--- src/rtl/rf_write_arbiter.sv ---
// Register-file write-port arbiter: MEM/WB writeback versus a small FIFO of
// long-latency-unit results, with an aging counter that guarantees FIFO progress.
module rf_write_arbiter #(
  parameter int DATA_W       = 64,
  parameter int DEPTH        = 2,
  parameter int STARVE_LIMIT = 4
) (
  input  logic              clk,
  input  logic              reset,
  input  logic              wb_regwrite,
  input  logic [4:0]        wb_rd,
  input  logic [DATA_W-1:0] wb_data,
  output logic              wb_hold,
  input  logic              llu_valid,
  input  logic [4:0]        llu_rd,
  input  logic [DATA_W-1:0] llu_data,
  output logic              llu_ready,
  output logic              rf_we,
  output logic [4:0]        rf_waddr,
  output logic [DATA_W-1:0] rf_wdata,
  output logic              rf_wsrc,
  input  logic [4:0]        Rn,
  input  logic [4:0]        Rm,
  output logic              readwrite1,
  output logic              readwrite2,
  output logic [31:0]       llu_pending
);

  localparam int                  PTR_W      = $clog2(DEPTH);
  localparam int                  STARVE_W   = $clog2(STARVE_LIMIT + 1);
  localparam logic [STARVE_W-1:0] STARVE_MAX = STARVE_W'(STARVE_LIMIT);
  localparam logic [4:0]          XZR        = 5'd31;

  logic [4:0]          fifo_rd   [DEPTH];
  logic [DATA_W-1:0]   fifo_data [DEPTH];
  logic [DEPTH-1:0]    valid;
  logic [PTR_W-1:0]    rd_ptr;
  logic [PTR_W-1:0]    wr_ptr;
  logic [STARVE_W-1:0] starve_cnt;

  logic wb_req;
  logic q_req;
  logic push;
  logic pop;

  // Reset gates the WB request so nothing is written while reset is held.
  assign wb_req    = reset & wb_regwrite & (wb_rd != XZR);
  assign q_req     = valid[rd_ptr];
  // Full exactly when the write slot is still occupied; a same-cycle pop is not credited.
  assign llu_ready = ~valid[wr_ptr];
  assign push      = llu_valid & llu_ready & (llu_rd != XZR);

  // NOTE: every output of a combinational block gets a default first, so no path
  // through the block leaves a value unassigned and infers a latch.
  always_comb begin
    rf_we    = 1'b0;
    rf_waddr = '0;
    rf_wdata = '0;
    rf_wsrc  = 1'b0;
    wb_hold  = 1'b0;
    pop      = 1'b0;
    if (q_req && (!wb_req || starve_cnt >= STARVE_MAX)) begin
      rf_we    = 1'b1;
      rf_waddr = fifo_rd[rd_ptr];
      rf_wdata = fifo_data[rd_ptr];
      rf_wsrc  = 1'b1;
      wb_hold  = wb_req;
      pop      = 1'b1;
    end else if (wb_req) begin
      rf_we    = 1'b1;
      rf_waddr = wb_rd;
      rf_wdata = wb_data;
    end
  end

  assign readwrite1 = rf_we & (rf_waddr == Rn);
  assign readwrite2 = rf_we & (rf_waddr == Rm);

  // NOTE: state registers use non-blocking assignments so every flop samples the
  // pre-edge values regardless of statement order.
  always_ff @(posedge clk or negedge reset) begin
    if (!reset) begin
      valid      <= '0;
      rd_ptr     <= '0;
      wr_ptr     <= '0;
      starve_cnt <= '0;
    end else begin
      if (pop) begin
        valid[rd_ptr] <= 1'b0;
        rd_ptr        <= rd_ptr + 1'b1;
      end
      if (push) begin
        valid[wr_ptr] <= 1'b1;
        wr_ptr        <= wr_ptr + 1'b1;
      end
      if (pop || !q_req)
        starve_cnt <= '0;
      else if (wb_req)
        starve_cnt <= starve_cnt + 1'b1;
    end
  end

  // NOTE: payload storage has no reset; the valid bits alone decide whether a slot
  // is meaningful, so clearing the data would only cost reset routing.
  always_ff @(posedge clk) begin
    if (push) begin
      fifo_rd[wr_ptr]   <= llu_rd;
      fifo_data[wr_ptr] <= llu_data;
    end
  end

  always_comb begin
    llu_pending = '0;
    for (int i = 0; i < DEPTH; i++)
      if (valid[i]) llu_pending[fifo_rd[i]] = 1'b1;
  end

endmodule

--- config.mk ---
export PLATFORM = sky130hd
export DESIGN_NAME = rf_write_arbiter
export DESIGN_NICKNAME = d
export VERILOG_FILES = /design/src/rtl/rf_write_arbiter.sv
export SDC_FILE = /design/constraint.sdc
export NUM_CORES = 1
export LEC_CHECK = 0
export ABC_CLOCK_PERIOD_IN_PS = 5820
export BUFFER_PORTS_ARGS = -buffer_cell sky130_fd_sc_hd__buf_2
export CORE_MARGIN = 3
export CORE_UTILIZATION = 49
export DETAILED_ROUTE_END_ITERATION = 8
export PLACE_DENSITY = 0.85
export SYNTH_ARGS = -nofsm -noshare
export SYNTH_HDL_FRONTEND = slang
export SYNTH_SLANG_ARGS = --single-unit
--- constraint.sdc ---
create_clock -name clk -period 5.82 [get_ports clk]
set_clock_uncertainty 0.1 [all_clocks]
set_input_delay 1.164 -clock clk [delete_from_list [all_inputs] [get_ports clk]]
set_output_delay 1.164 -clock clk [all_outputs]
set_load 0.03 [all_outputs]
======== After elaboration in Yosys (flattened, before gate mapping) ========
Memories as Yosys holds them, arrays and structs flattened.
Index checks and enable logic that the tools add are counted.
word-level totals
  register bits ........................... 7
  memory bits (writable) .................. 138
  input bits .............................. 152
  logic and storage cells ................. 71
  memories ................................ 2
operators by class
  $add $sub $neg .......................... 3
  $lt $le $gt $ge ......................... 9
  eq/ne operators ......................... 4
  multiplexer cells ....................... 28
  bitwise operators ....................... 11
  reductions and logical operators ........ 10
memory list
  name       depth  bits a word  read ports  clocked after Yosys merged registers in  wr ports  RTL line  RTL
  fifo_data  2      64           1           0                                        1         35        logic [DATA_W-1:0] fifo_data [DEPTH];
  fifo_rd    2      5            3           0                                        1         34        logic [4:0] fifo_rd [DEPTH];
operator list
  kind                 number
  $mux 64              2
  $mux 32              2
  $or 32x32->32        1
  $mux 1               14
  $lt 5x6->1 const B   2
  $demux 1 s5          2
  $eq 5x5->1           2
  $ge 5x1->1 const B   2
  $mux 5               2
  $ne 5x5->1 const B   2
  $and 1x1->1          6
  $mux 3               2
  $logic_and 1x1->1    5
  $lt 1x2->1 const B   2
  $mux 2               2
  $add 3x1->3 const B  1
  $ge 3x3->1 const B   1
  $add 1x1->1 const B  2
  $and 2x2->2          1
  $demux 1 s1          2
  $ge 1x1->1 const B   2
  $logic_not 1->1      2
  $logic_or 1x1->1     2
  $not 2->2            1
  3 further kinds      3

======== Depth between registers and ports, before layout ========
  depth in word-level cells ............... 9
  depth in mapped cells ................... 8
  gate-level depth less buffers ........... 6

======== Worst setup path after synthesis ========
OpenSTA, ideal clock, no wires.
  path kind ............................... in2reg
  start point ............................. input llu_rd[2]
  end point ............................... memory fifo_data[1][0], enable pin
  arrival ................................. 4.353 ns
  data required time ...................... 5.222 ns
  slack ................................... 0.869 ns
  stages .................................. 3
  path through ............................ nand3_1 > o211ai_1 > nor2_1
between the ends
  word-level cells in the longest chain between the ends .. 4
ends and longest elaborated chain
  what                          RTL line  RTL
  start: declaration            15        input logic [4:0] llu_rd,
  $ne 5x5->1                    51        assign push = llu_valid & llu_ready & (llu_rd != XZR);
  $and 1x1->1                   51
  $mux 1                        106       if (push) begin
  $mux 1 (implied by the code)  108       fifo_data[wr_ptr] <= llu_data;
  end: declaration              35
Every way passes these cells.

======== Worst setup path after layout ========
  start point ............................. input reset
  end point ............................... output readwrite1
between the ends
  word-level cells in the longest chain between the ends .. 8
  elaborated cells between the ends (all ways) .. 11
  classes of those cells .................. 1 x eq/ne; 4 x mux; 3 x bitwise; 3 x reduce/logical
ends and longest elaborated chain
  what                         RTL line  RTL
  start: declaration           9         input logic reset,
  $and 1x1->1 * (2 in series)  47        assign wb_req = reset & wb_regwrite & (wb_rd != XZR);
  $logic_not 1->1              62        if (q_req && (!wb_req || starve_cnt >= STARVE_MAX)) begin
  $logic_or 1x1->1             62
  $logic_and 1x1->1            62
  $mux 5                       62
  $eq 5x5->1                   76        assign readwrite1 = rf_we & (rf_waddr == Rn);
  $and 1x1->1 *                76
  end: declaration             24        output logic readwrite1,
Mark *: on every way between the ends. The rest lies on a longest branch, timed or not.

==> impl_metrics.ini <==
[run_status]
status = completed

[worst_setup_path]
cp_slowest_cell = buf_4
cp_data_required_time_ns = 4.56
end_kind = output pin
worst-path-stages = 8
rr_worst_depth = 4
crit_type = primary input to output pin
cp_top_family = buffers and inverters
max_stage_delay_ns = 0.56
cp_data_arrival_time_ns = 3.09
critPathBufInv = 3
cp-start-kind = primary input
cp_cell_sequence = buf_2, nand3b_1, o221ai_4, buf_4, o32ai_1, nor2_1, a2111oi_2, buf_2
cp_common_cell = buf_2
crit_fanout = 67

[clock_network]
cts-htree-levels = 4
clkSinkCount = 145
numCtsBuffers = 17
post_cts_resized = 0
clkTransAtPathRegs_ns = 0.05
hold_buffers = 0
clk_path_buf_depth = 2
tritoncts = yes
insertion_delay_ns = 0.41
cts_setup_buffers = 0
clock_tree.root_cell = clkbuf_16

[finish]
syn_to_final_growth_pct = 31.08
fin_area_um2 = 8632
final_common_cell = buf_2
drive_gt1_frac = 0.3979
diodes = 0
final_cell_mix = 258 x buf_2, 138 x edfxtp_1, 78 x nand2_1
finalNonFillerCells = 941
final_nets = 909

[sta]
fin_setup_tns_ns = 0
slew_violations = 0
period_minus_slack_ns = 4.357
setup_violations = 0
finalCritPeriodShare = 0.7487
rsz0062_at_grt = false
hold_viol = 0
fin_ws_ns = 1.463
worst_slew_pin_slew_ns = 0.9715
fmax_ghz = 0.2295
slew_headroom = 0.3508

[global_route]
grt_max_degree = 68
grt_pass1_wl_um = 24670
antenna_found_initial = 0
gr-total-overflow = 0
grt.total_usage = 0.2135
first_global_vias = 5080

[yosys]
synth_cells = 508
yosysSeqAreaShare = 0.6559
synth-edff-count = 138
syn_nets = 661
synth_cell_types = 37
synth_seq_cells = 145
synth_ff_type = edfxtp_1
syn-cell-area_um2 = 6585
ys_warn_count = 0
synthArstFlopShare = 0.04828
syn_area_per_cell_um2 = 12.96

[placed_design]
gp_congestion = 0.8524
dp_hpwl_um = 11690
dpl_cell_area_um2 = 7985
portBuffers = 258
dp_slack_ns = 1.487
dpl.cell_count = 909

[worst_hold_path]
hold_depth = 1
min_path_type = flop to flop

[route]
firstDrtPassIters = 6
via_count = 5141
ant_nets = 0
initialDrtViolationCount = 333
wl_um = 16210
drc_errors = 0
wire_per_inst_um = 17.23
routed_via_density = 5.463

[run]
cap_violations = 0

[floorplan]
die_width_um = 121.9
placementRows = 41
io_pins = 259
die_height_um = 121.9
core_area_um2 = 12880
die_area_um2 = 14870
initial_utilization = 0.5114

[power_and_ir_drop]
powerDensity_nw_per_um2 = 488.1
finalPower_mw = 4.213
power_leakage_nw = 3.640
vdd.ir_drop.worst_uv = 300.5
-- per-stage QoR --
| step | hold WS, ns | util |
|---|---|---|
| 2_1_floorplan | 0.3189 | - |
| 3_3_place_gp | 0.3302 | 0.6202 |
| 3_5_place_dp | 0.3381 | 0.6202 |
| 4_1_cts | 0.3455 | 0.6704 |
| 5_1_grt | 0.3679 | 0.6704 |
| 6_report | 0.3391 | 0.6704 |
-- routing by layer --
metal	up-vias	GRT usage	wire length, um
met4	0	0.07703	318
met5	-	0	0
met3	31	0.05942	1402
met1	2419	0.2398	5976
li1	2422	-	-
met2	269	0.3878	8513
-- state kept, by name, summed over array words and instances, names as in the netlist --
register	cells
fifo_data	128
fifo_rd	10
starve_cnt	3
valid	2
rd_ptr	1
wr_ptr	1
-- path summary, 6_finish.rpt --
check,start,to,slack (ns)
hold / removal,starve_cnt[0]$_DFFE_PN0P_,starve_cnt[0]$_DFFE_PN0P_,0.34
setup reg to reg,wr_ptr$_DFFE_PN0P_,fifo_data[0][10]$_DFFE_PP_,2.75
min in group asynchronous,reset,starve_cnt[1]$_DFFE_PN0P_,0.49
max in group asynchronous,reset,rd_ptr$_DFFE_PN0N_,4.93
hold reg to reg,starve_cnt[0]$_DFFE_PN0P_,starve_cnt[0]$_DFFE_PN0P_,0.34
setup / recovery,reset,readwrite1,1.46
-- report_power, final --
group	switching, mW	internal [mW]	leakage, nW
clock network	0.387	0.783	0.318
logic	0.990	0.461	1.96
registers	0.160	1.43	1.36
-- synthesized netlist by cell type (all sizes together), types with 2 or more instances --
library cell,number,area (um2)
xor2,2,17.52
and3,2,12.51
nor2,12,45.04
a21o,3,22.52
buf,17,105.1
edfxtp,138,4144
or3b,4,35.03
mux2i,68,680.7
o21ai,72,360.4
xnor2,5,43.79
nand3,9,45.04
o22ai,35,232.7
nand3b,12,90.09
dfrtp,7,175.2
inv,5,18.77
mux2,2,26.27
nand2,78,292.8
clkbuf,17,65.06
or3,4,25.02
a2111oi,2,30.03
a21oi,4,20.02
-- final cells by class --
class	count	area [um2]
Tap cell	172	215.2
Sequential cell	145	4323
Timing Repair Buffer	263	1329
Multi-Input combinational cell	324	2100
Inverter	5	18.77
Clock buffer	22	464.2
Fill cell	971	4244
Clock inverter	10	182.7
-- cells by family (layout without fill, tap and decap cells) --
logic type	after synthesis	after routing	synth area share
multiplexers	70	70	0.1074
buffers and inverters	39	300	0.02869
flip-flops	145	145	0.6559
AND/OR/NAND/NOR	124	124	0.08588
AO/OA/AOI/OAI	122	122	0.1110
adder cells (fa/ha/maj)	1	1	0.001900
XOR/XNOR	7	7	0.009310
Power figures use the tool's default switching activity.
